[src/rtl/pic_pkg.sv]
// Shared definitions for the panel input conditioner: button FSM encoding
// and default debounce constants.
package pic_pkg;

  typedef enum logic [1:0] {
    IDLE      = 2'd0,
    ARMING    = 2'd1,
    PRESSED   = 2'd2,
    RELEASING = 2'd3
  } btn_state_e;

  localparam int unsigned DEBOUNCE_CYCLES_DEF = 500000;
  localparam int unsigned CNT_W_DEF           = 19;
  localparam int unsigned SYNC_STAGES_DEF     = 2;
  localparam int unsigned NUM_SW              = 7;

endpackage

[src/rtl/debounce_cell.sv]
// Single-bit synchroniser plus stability counter: the output follows the
// synchronised input only after it has differed for DEBOUNCE_CYCLES cycles.
module debounce_cell
  import pic_pkg::*;
#(
  parameter int unsigned SYNC_STAGES     = SYNC_STAGES_DEF,
  parameter int unsigned DEBOUNCE_CYCLES = DEBOUNCE_CYCLES_DEF,
  parameter int unsigned CNT_W           = CNT_W_DEF
) (
  input  logic clk,
  input  logic rst_n,
  input  logic din,
  output logic dout
);

  localparam logic [CNT_W-1:0] CNT_LAST = CNT_W'(DEBOUNCE_CYCLES - 1);

  logic [SYNC_STAGES-1:0] sync_q, sync_d;
  logic [CNT_W-1:0]       cnt_q, cnt_d;
  logic                   dout_q, dout_d;
  logic                   din_s;

  assign din_s = sync_q[SYNC_STAGES-1];

  // Any match with the current output restarts the window.
  always_comb begin
    sync_d = {sync_q[SYNC_STAGES-2:0], din};
    cnt_d  = '0;
    dout_d = dout_q;
    if (din_s != dout_q) begin
      if (cnt_q >= CNT_LAST) begin
        dout_d = din_s;
      end else begin
        cnt_d = cnt_q + CNT_W'(1);
      end
    end
  end

  always_ff @(posedge clk or negedge rst_n) begin
    if (!rst_n) begin
      sync_q <= '0;
      cnt_q  <= '0;
      dout_q <= 1'b0;
    end else begin
      sync_q <= sync_d;
      cnt_q  <= cnt_d;
      dout_q <= dout_d;
    end
  end

  assign dout = dout_q;

endmodule

[src/rtl/panel_input_conditioner.sv]
// Cleans raw board inputs for the coffee-machine FSM: debounced switches,
// registered VL match flag, and a debounced A button with a one-cycle press pulse.
module panel_input_conditioner
  import pic_pkg::*;
#(
  parameter int unsigned DEBOUNCE_CYCLES = DEBOUNCE_CYCLES_DEF,
  parameter int unsigned CNT_W           = CNT_W_DEF,
  parameter int unsigned SYNC_STAGES     = SYNC_STAGES_DEF,
  parameter bit          A_ACTIVE_LOW    = 1'b1
) (
  input  logic CLK,
  input  logic RST_N,
  input  logic SR,
  input  logic SP,
  input  logic SN,
  input  logic V0,
  input  logic V1,
  input  logic B0,
  input  logic B1,
  input  logic A,
  output logic SR_S,
  output logic SP_S,
  output logic SN_S,
  output logic V0_S,
  output logic V1_S,
  output logic B0_S,
  output logic B1_S,
  output logic VL,
  output logic A_LVL,
  output logic A_PULSE
);

  // Button transitions fire as the counter reaches DEBOUNCE_CYCLES-1.
  localparam logic [CNT_W-1:0] CNT_LAST = CNT_W'(DEBOUNCE_CYCLES - 1);
  localparam logic [CNT_W-1:0] CNT_PRE  = CNT_W'(DEBOUNCE_CYCLES - 2);

  logic [NUM_SW-1:0] sw_raw, sw_deb;

  assign sw_raw = {B1, B0, V1, V0, SN, SP, SR};

  for (genvar i = 0; i < NUM_SW; i++) begin : g_cell
    debounce_cell #(
      .SYNC_STAGES    (SYNC_STAGES),
      .DEBOUNCE_CYCLES(DEBOUNCE_CYCLES),
      .CNT_W          (CNT_W)
    ) u_cell (
      .clk  (CLK),
      .rst_n(RST_N),
      .din  (sw_raw[i]),
      .dout (sw_deb[i])
    );
  end

  assign SR_S = sw_deb[0];
  assign SP_S = sw_deb[1];
  assign SN_S = sw_deb[2];
  assign V0_S = sw_deb[3];
  assign V1_S = sw_deb[4];
  assign B0_S = sw_deb[5];
  assign B1_S = sw_deb[6];

  logic vl_q, vl_d;

  assign vl_d = (sw_deb[4] == sw_deb[6]) && (sw_deb[3] == sw_deb[5]);

  always_ff @(posedge CLK or negedge RST_N) begin
    if (!RST_N) vl_q <= 1'b0;
    else        vl_q <= vl_d;
  end

  assign VL = vl_q;

  // Button synchroniser resets to the idle pin level so reset release never looks like a press.
  logic [SYNC_STAGES-1:0] a_sync_q, a_sync_d;
  logic                   a_p;

  assign a_sync_d = {a_sync_q[SYNC_STAGES-2:0], A};
  assign a_p      = a_sync_q[SYNC_STAGES-1] ^ A_ACTIVE_LOW;

  always_ff @(posedge CLK or negedge RST_N) begin
    if (!RST_N) a_sync_q <= {SYNC_STAGES{A_ACTIVE_LOW}};
    else        a_sync_q <= a_sync_d;
  end

  btn_state_e       state_q, state_d;
  logic [CNT_W-1:0] cnt_q, cnt_d;
  logic             a_lvl_q, a_lvl_d;
  logic             a_pulse_q, a_pulse_d;

  always_ff @(posedge CLK or negedge RST_N) begin
    if (!RST_N) begin
      state_q   <= IDLE;
      cnt_q     <= '0;
      a_lvl_q   <= 1'b0;
      a_pulse_q <= 1'b0;
    end else begin
      state_q   <= state_d;
      cnt_q     <= cnt_d;
      a_lvl_q   <= a_lvl_d;
      a_pulse_q <= a_pulse_d;
    end
  end

  always_comb begin
    state_d = state_q;
    cnt_d   = cnt_q;
    case (state_q)
      IDLE: begin
        if (a_p) begin
          state_d = ARMING;
          cnt_d   = '0;
        end
      end
      ARMING: begin
        if (!a_p) begin
          state_d = IDLE;
        end else if (cnt_q >= CNT_PRE) begin
          state_d = PRESSED;
          cnt_d   = CNT_LAST;
        end else begin
          cnt_d = cnt_q + CNT_W'(1);
        end
      end
      PRESSED: begin
        if (!a_p) begin
          state_d = RELEASING;
          cnt_d   = '0;
        end
      end
      RELEASING: begin
        if (a_p) begin
          state_d = PRESSED;
        end else if (cnt_q >= CNT_PRE) begin
          state_d = IDLE;
          cnt_d   = CNT_LAST;
        end else begin
          cnt_d = cnt_q + CNT_W'(1);
        end
      end
      default: begin
        state_d = IDLE;
        cnt_d   = '0;
      end
    endcase
  end

  // Only the ARMING->PRESSED edge pulses; RELEASING->PRESSED is a bounce.
  always_comb begin
    a_pulse_d = 1'b0;
    a_lvl_d   = 1'b0;
    if (state_q == ARMING && state_d == PRESSED) a_pulse_d = 1'b1;
    if (state_d == PRESSED || state_d == RELEASING) a_lvl_d = 1'b1;
  end

  assign A_LVL   = a_lvl_q;
  assign A_PULSE = a_pulse_q;

endmodule

[config.mk]
export PLATFORM = sky130hd
export DESIGN_NAME = panel_input_conditioner
export DESIGN_NICKNAME = d
export VERILOG_FILES = /design/src/rtl/pic_pkg.sv /design/src/rtl/debounce_cell.sv /design/src/rtl/panel_input_conditioner.sv
export SDC_FILE = /design/constraint.sdc
export NUM_CORES = 1
export LEC_CHECK = 0
export CORE_ASPECT_RATIO = 0.9
export CORE_UTILIZATION = 50
export CTS_CLUSTER_SIZE = 10
export DETAILED_ROUTE_END_ITERATION = 12
export GPL_ROUTABILITY_DRIVEN = 0
export HOLD_SLACK_MARGIN = 0.03
export PLACE_DENSITY = 0.77
export SLEW_MARGIN = 20
export SYNTH_ARGS = -nofsm -noshare
export SYNTH_HDL_FRONTEND = slang
export SYNTH_SLANG_ARGS = --single-unit
export TNS_END_PERCENT = 100
[constraint.sdc]
create_clock -name CLK -period 2.4 [get_ports CLK]
set_input_delay 0.48 -clock CLK [delete_from_list [all_inputs] [get_ports CLK]]
set_output_delay 0.48 -clock CLK [all_outputs]
set_load 0.02 [all_outputs]
## Word-level counts from Yosys, hierarchy flattened

Cells that the tools add are included.

| operators by class | value |
|---|---|
| multiply operators | 0 |
| bitwise operators | 0 |
| eq/ne operators | 18 |
| mux-type cells | 29 |
| add/sub/neg operators | 8 |
| magnitude comparators | 8 |
| shift operators | 0 |
| reduce and logical (&&, ||, !) cells | 12 |
| div/mod/pow operators | 0 |

Operators by type and width:

| cell | number |
|---|---|
| 2-to-1 mux 19 bit | 19 |
| adder 19 x 1 -> 19 bit, second input constant | 8 |
| greater-or-equal comparator 19 bit, second input constant | 8 |
| one-hot mux 19 bit (4 select lines) | 1 |
| AND reduction 2 bit | 7 |
| 2-to-1 mux 2 bit | 6 |
| equality test 2 bit, second input constant | 4 |
| inequality test 2 bit, second input constant | 4 |
| one-hot mux 2 bit (4 select lines) | 1 |
| inequality test 1 bit | 7 |
| AND reduction 4 bit | 1 |
| equality test 1 bit | 2 |
| equality test 2 x 1 -> 1 bit, second input constant | 1 |
| logical AND 1 bit | 2 |
| zero test 2 bit | 1 |
| 2-to-1 mux 1 bit | 2 |
| logical OR 1 bit | 1 |

| word-level totals | value |
|---|---|
| word-level logic and storage cells | 102 |
| output and inout port bits | 10 |
| bits in latches | 0 |
| memory bits (writable) | 0 |
| input bits | 10 |
| flip-flop bits (word level) | 180 |
| memories kept | 0 |
| memory bits (read-only) | 0 |

## Depth between registers and ports, before layout

| depth | value |
|---|---|
| depth after elaboration | 7 |
| depth in mapped cells | 8 |
| gate-level depth less buffers | 7 |

## By module

From an unflattened synthesis, not the netlist that was laid out.

| unflattened totals | value |
|---|---|
| cells, all modules | 921 |
| area total of the unflattened synthesis | 9302.7 µm² |

By module, submodules not included:

| module | area an instance (µm²) | times used | cells each | sequential area each (µm²) |
|---|---|---|---|---|
| debounce_cell | 1138.6 | 7 | 112 | 550.5 |
| panel_input_conditioner | 1332.5 | 1 | 137 | 628.1 |

## Worst setup path before layout

Ideal clock, no wire load.

| timing path | value |
|---|---|
| path kind | register to register |
| start point | register g_cell[6].u_cell.cnt_q[10] |
| end point | register g_cell[6].u_cell.cnt_q[13] |
| arrival time | 1740 ps |
| path slack | 541 ps |
| cell stages (with the launch flop) | 8 |
| required time | 2281 ps |
| path buffers | 2 |
| clock period less this slack | 1859 ps |
| setup time | 119 ps |
| cell sequence | dfrtp_1 > or2_1 > or4_1 > o31ai_2 > a211o_1 > buf_6 > buf_12 > nor2_1 |

| between the ends | value |
|---|---|
| longest elaborated chain between the ends | 3 |
| elaborated cells on any way between the ends | 4 |
| those cells by class | 1 x add/sub; 1 x order compare; 2 x mux |

RTL lines:

| what | line | text |
|---|---|---|
| start, declared | debounce_cell.sv:19 | `logic [CNT_W-1:0] cnt_q, cnt_d;` |
| start signal, assigned | debounce_cell.sv:46 | `cnt_q <= cnt_d;` |
| adder 19 x 1 -> 19 bit or greater-or-equal comparator 19 bit (tied branches) | debounce_cell.sv:34, debounce_cell.sv:31 |  |
| 2-to-1 mux 19 bit (*) | debounce_cell.sv:31 | `if (cnt_q >= CNT_LAST) begin` |
| 2-to-1 mux 19 bit (*) | debounce_cell.sv:30 | `if (din_s != dout_q) begin` |
| net g_cell[6].u_cell.cnt_d[13] | debounce_cell.sv:19 |  |

The timed path passes the listed nets; every way through them passes the cells marked *.
A chain may end at the register's enable or synchronous reset.

## Worst setup path in the final report

| timing path | value |
|---|---|
| start point | register g_cell[6].u_cell.dout_q |
| end point | output B1_S |

RTL lines:

| what | line | text |
|---|---|---|
| start, declared | debounce_cell.sv:20 | `logic dout_q, dout_d;` |
| start signal, assigned | debounce_cell.sv:47 | `dout_q <= dout_d;` |
| end, declared | panel_input_conditioner.sv:27 | `output logic B1_S,` |

No word-level cell between the ends.

==> flow_results.xml <==
<?xml version="1.0" encoding="UTF-8"?>
<metrics>
  <group name="clock_tree">
    <metric name="cts.root.buffer_cell" unit="">sky130_fd_sc_hd__clkbuf_16</metric>
    <metric name="ctsHoldBuffers" unit="">0</metric>
    <metric name="worst_setup_hold_path_clk_slew" unit="ns">0.07</metric>
    <metric name="numCtsBuffers" unit="">17</metric>
    <metric name="cts_tree" unit="">yes</metric>
    <metric name="clock_tree.buffer_depth" unit="">2</metric>
    <metric name="clock_sinks" unit="">179</metric>
    <metric name="clkLatencyLatePin" unit="ns">0.43</metric>
    <metric name="cts_htree_levels" unit="">4</metric>
    <metric name="post_cts_resized" unit="">0</metric>
    <metric name="cts.repair_timing.setup_buffer_count" unit="">0</metric>
  </group>
  <group name="placed_design">
    <metric name="portBuffers" unit="">19</metric>
    <metric name="placedCellCount" unit="">1077</metric>
    <metric name="detailed_place_hpwl" unit="um">9810</metric>
  </group>
  <group name="synth">
    <metric name="synthTopCellsByArea" unit="">sky130_fd_sc_hd__dfrtp_1, sky130_fd_sc_hd__nor2_1, sky130_fd_sc_hd__xor2_1</metric>
    <metric name="netlist_area_before_placement" unit="um^2">8500</metric>
    <metric name="synthFlopType" unit="">sky130_fd_sc_hd__dfrtp_1</metric>
    <metric name="postSynth.asyncResetShare" unit="%">100</metric>
    <metric name="synth.net_count" unit="">875</metric>
    <metric name="synth_top_area_share" unit="%">52.1</metric>
    <metric name="post-synth-top-area-cell" unit="">sky130_fd_sc_hd__dfrtp_1</metric>
    <metric name="synth-edff-count" unit="">0</metric>
    <metric name="synth.yosys.warnings" unit="">0</metric>
    <metric name="syn_inst" unit="">856</metric>
    <metric name="yosys.cell_types.count" unit="">52</metric>
    <metric name="synth-seq-cells" unit="">179</metric>
    <metric name="syn_area_per_cell" unit="um^2">9.92</metric>
    <metric name="ys_seq_area_share" unit="%">52.8</metric>
  </group>
  <group name="finish">
    <metric name="final_layout_size_suffix_gt1_share" unit="%">7.43</metric>
    <metric name="syn_to_final_growth" unit="%">12.9</metric>
    <metric name="nets" unit="">908</metric>
    <metric name="final_util" unit="%">58.6</metric>
    <metric name="final-instance-count-excl-fill" unit="">1109</metric>
    <metric name="diodes" unit="">0</metric>
  </group>
  <group name="global_routing">
    <metric name="grt_start_max_net_pins" unit="">100</metric>
    <metric name="grt_pass1_vias" unit="">5798</metric>
    <metric name="antenna_violations_before_repair" unit="">0</metric>
    <metric name="grt_pass1_wl" unit="um">26900</metric>
    <metric name="grt.overflow.total" unit="">0</metric>
    <metric name="globalRouteTotalUtil" unit="%">18.9</metric>
  </group>
  <group name="flow_run">
    <metric name="drv_cap" unit="">0</metric>
  </group>
  <group name="setup_path">
    <metric name="worst-endpoint-required" unit="ns">1.92</metric>
    <metric name="ws_path_type" unit="">reg -&gt; out</metric>
    <metric name="critPathCaptureType" unit="">primary output</metric>
    <metric name="timing.critical_path.arrival" unit="ns">1.52</metric>
    <metric name="path_cells" unit="">clkdlybuf4s50_1</metric>
    <metric name="crit_fanout" unit="">4</metric>
    <metric name="crit_path_max_incr_delay" unit="ns">0.64</metric>
    <metric name="timing.reg2reg.worst_path_depth" unit="">7</metric>
    <metric name="start_kind" unit="">flop</metric>
    <metric name="cpLargestDelayFamily" unit="">buffers and inverters</metric>
    <metric name="crit-reg2reg-capture" unit="">g_cell[2].u_cell.cnt_q[17]</metric>
    <metric name="rr_startpoint" unit="">g_cell[2].u_cell.cnt_q[0]</metric>
    <metric name="path_buf_inv" unit="">1</metric>
    <metric name="slowest_library_cell_on_the_worst_path" unit="">sky130_fd_sc_hd__clkdlybuf4s50_1</metric>
    <metric name="r2r_setup_slack" unit="ns">0.40</metric>
  </group>
  <group name="detailed_routing">
    <metric name="detailedRoute.firstIterationViolations" unit="">437</metric>
    <metric name="num_vias" unit="">6013</metric>
    <metric name="route.detailed.wl_per_inst" unit="um">13.5</metric>
    <metric name="ant_nets" unit="">0</metric>
    <metric name="drt_pass1_iterations" unit="">4</metric>
    <metric name="avgViaCountPerCell" unit="">5.42</metric>
    <metric name="drc" unit="">0</metric>
    <metric name="route.final.wire_length" unit="um">15000</metric>
  </group>
  <group name="power_and_ir_drop">
    <metric name="pwr_density_cell" unit="nW/um^2">656</metric>
    <metric name="max-vdd-ir-drop" unit="mV">0.470</metric>
    <metric name="clockPowerShare" unit="%">47.0</metric>
    <metric name="power.sequential.fraction" unit="%">49.6</metric>
    <metric name="internal-power" unit="mW">4.89</metric>
    <metric name="combPwrFrac" unit="%">3.4</metric>
    <metric name="power.static_leakage" unit="nW">4.16</metric>
    <metric name="p_sw_share" unit="%">22.2</metric>
    <metric name="switching_power" unit="mW">1.39</metric>
  </group>
  <group name="sta">
    <metric name="timing_max_transition_violations_final" unit="">0</metric>
    <metric name="timing.slew.headroom" unit="%">53.5</metric>
    <metric name="max_slew.worst_pin.slew" unit="ns">0.693</metric>
    <metric name="period_minus_slack" unit="ns">2.00</metric>
    <metric name="fmax" unit="MHz">499</metric>
    <metric name="rsz_0062_raised_after_global_routing" unit="">false</metric>
    <metric name="setup_viol_count_final" unit="">0</metric>
    <metric name="timing.final.hold_violations" unit="">0</metric>
    <metric name="min_period_over_period" unit="%">83.5</metric>
    <metric name="clock_skew" unit="ns">0.00719</metric>
    <metric name="setup_tns" unit="ns">0</metric>
  </group>
  <group name="die">
    <metric name="die_y" unit="um">126</metric>
    <metric name="row_count" unit="">44</metric>
    <metric name="initial_core_util" unit="%">52.0</metric>
    <metric name="dieWidth" unit="um">139</metric>
    <metric name="core_area" unit="um^2">16400</metric>
    <metric name="ioPinCount" unit="">20</metric>
    <metric name="fp.dieArea" unit="um^2">17500</metric>
  </group>
  <group name="status">
    <metric name="status" unit="">finished, final reports clean</metric>
  </group>
  <group name="min_path">
    <metric name="worstHoldPathType" unit="">in -&gt; async</metric>
  </group>
</metrics>
-- cell usage after synthesis (2+ instances only) --
library cell,n
sky130_fd_sc_hd__mux2_2,7
sky130_fd_sc_hd__or4_1,8
sky130_fd_sc_hd__nor4b_1,2
sky130_fd_sc_hd__mux2i_1,5
sky130_fd_sc_hd__o21ai_0,18
sky130_fd_sc_hd__a211o_1,2
sky130_fd_sc_hd__nand2_2,3
sky130_fd_sc_hd__xnor2_1,58
sky130_fd_sc_hd__a31oi_1,11
sky130_fd_sc_hd__buf_2,8
sky130_fd_sc_hd__and2_1,2
sky130_fd_sc_hd__inv_1,17
sky130_fd_sc_hd__a41oi_1,3
sky130_fd_sc_hd__clkbuf_1,5
sky130_fd_sc_hd__nand4_1,26
sky130_fd_sc_hd__o22a_1,2
sky130_fd_sc_hd__nand2_1,58
sky130_fd_sc_hd__and3_1,31
sky130_fd_sc_hd__o21a_1,4
sky130_fd_sc_hd__a211oi_1,3
sky130_fd_sc_hd__nand3_1,53
sky130_fd_sc_hd__o211ai_1,5
sky130_fd_sc_hd__dfstp_2,2
sky130_fd_sc_hd__nor4_1,8
sky130_fd_sc_hd__a21boi_0,2
sky130_fd_sc_hd__and4_1,10
sky130_fd_sc_hd__o21bai_1,2
sky130_fd_sc_hd__xor2_1,65
sky130_fd_sc_hd__dfrtp_1,177
sky130_fd_sc_hd__nor3_1,32
sky130_fd_sc_hd__nor2b_1,2
sky130_fd_sc_hd__or3_1,3
sky130_fd_sc_hd__nor2_1,172
sky130_fd_sc_hd__and3_2,3
sky130_fd_sc_hd__a21o_1,3
sky130_fd_sc_hd__a21oi_1,18
sky130_fd_sc_hd__ha_1,9
sky130_fd_sc_hd__a2bb2oi_2,3
-- state kept, by name, summed over array words and instances (netlist names) --
signal / count
A_LVL: 1
A_PULSE: 1
VL: 1
a_sync_q: 2
cnt_q: 19
g_cell.u_cell.cnt_q: 133
g_cell.u_cell.dout: 7
g_cell.u_cell.sync_q: 14
state_q: 1
-- power groups by stage --
| stage | logic, mW | clock network (mW) | registers (mW) |
|---|---|---|---|
| global placement | 0.218 | 0 | 3.17 |
| CTS | 0.224 | 3.03 | 3.12 |
| floorplan | 0.118 | 0 | 3.16 |
| global route | 0.253 | 3.17 | 3.13 |
| finish | 0.217 | 2.95 | 3.12 |
| detailed placement | 0.222 | 0 | 3.17 |
-- layout make-up --
cell class              count  area, um^2
well taps                 207         259
fillers                  1346        6760
multi-input cells         643        3850
repair buffers             31         307
clock inverters            15         204
clock buffers              17         425
inverters                  17        63.8
flip-flops and latches    179        4480
-- metal layers --
metal  global-route usage (%)  vias up  part of all wire [%]
met5                        0        -                     0
met4                     6.67        0                  0.96
met3                     4.33       14                   2.3
met2                     28.4       47                    45
met1                     27.0     2926                    52
li1                         -     3026                     -
-- kinds of logic (layout without fill, tap and decap cells) --
| group | Yosys count | in the layout | share of synthesized area (%) |
|---|---|---|---|
| AND/OR/NAND/NOR | 417 | 417 | 23.3 |
| flip-flops | 179 | 179 | 52.8 |
| XOR/XNOR | 123 | 123 | 12.7 |
| AO/OA/AOI/OAI | 82 | 82 | 6.48 |
| buffers and inverters | 34 | 80 | 1.94 |
| multiplexers | 12 | 12 | 1.52 |
| adder cells (fa/ha/maj) | 9 | 9 | 1.33 |
-- worst max-delay path by stage --
stage                               start                          to  slack (ns)  cells past startpoint
6_report            g_cell[6].u_cell.dout                        B1_S        0.40                      1
3_3_place_gp    g_cell[0].u_cell.cnt_q[9]  g_cell[0].u_cell.cnt_q[16]        0.48                      5
3_5_place_dp    g_cell[1].u_cell.cnt_q[0]   g_cell[1].u_cell.cnt_q[9]        0.43                      6
4_1_cts             g_cell[6].u_cell.dout                        B1_S        0.36                      1
2_1_floorplan  g_cell[6].u_cell.cnt_q[10]  g_cell[6].u_cell.cnt_q[13]        0.54                      7
5_1_grt         g_cell[2].u_cell.cnt_q[0]  g_cell[2].u_cell.cnt_q[17]        0.21                      7
-- stage by stage --
| stage | power, mW | instance area [um^2] | setup slack [ns] | hold WS (ns) |
|---|---|---|---|---|
| after floorplan | 3.28 | 8500 | 0.541 | 0.184 |
| after global placement | 3.39 | 8960 | 0.479 | 0.332 |
| after detailed placement | 3.40 | 8960 | 0.429 | 0.337 |
| after CTS | 6.37 | 9590 | 0.360 | 0.0656 |
| after global routing | 6.55 | 9590 | 0.208 | 0.0748 |
| final | 6.29 | 9590 | 0.396 | 0.0393 |
-- cell usage in the layout (no fill, tap or decap), drive strengths merged, types with 3 or more instances in the layout --
cell	synthesis	routed
dfrtp	177	177
nor2	172	172
xor2	65	65
nand2	61	61
xnor2	58	58
nand3	54	54
and3	34	34
nor3	32	32
nand4	26	26
inv	17	21
o21ai	18	18
a21oi	18	18
clkdlybuf4s50	0	18
clkbuf	5	17
buf	12	13
a31oi	11	11
and4	10	10
ha	9	9
or4	8	8
nor4	8	8
mux2	7	7
o211ai	5	5
mux2i	5	5
o21a	4	4
bufinv	0	4
a2bb2oi	4	4
clkinv	0	4
a211oi	3	3
or3	3	3
a21o	3	3
a41oi	3	3
clkinvlp	0	3
Note: power is estimated with default switching activity, not from simulation.
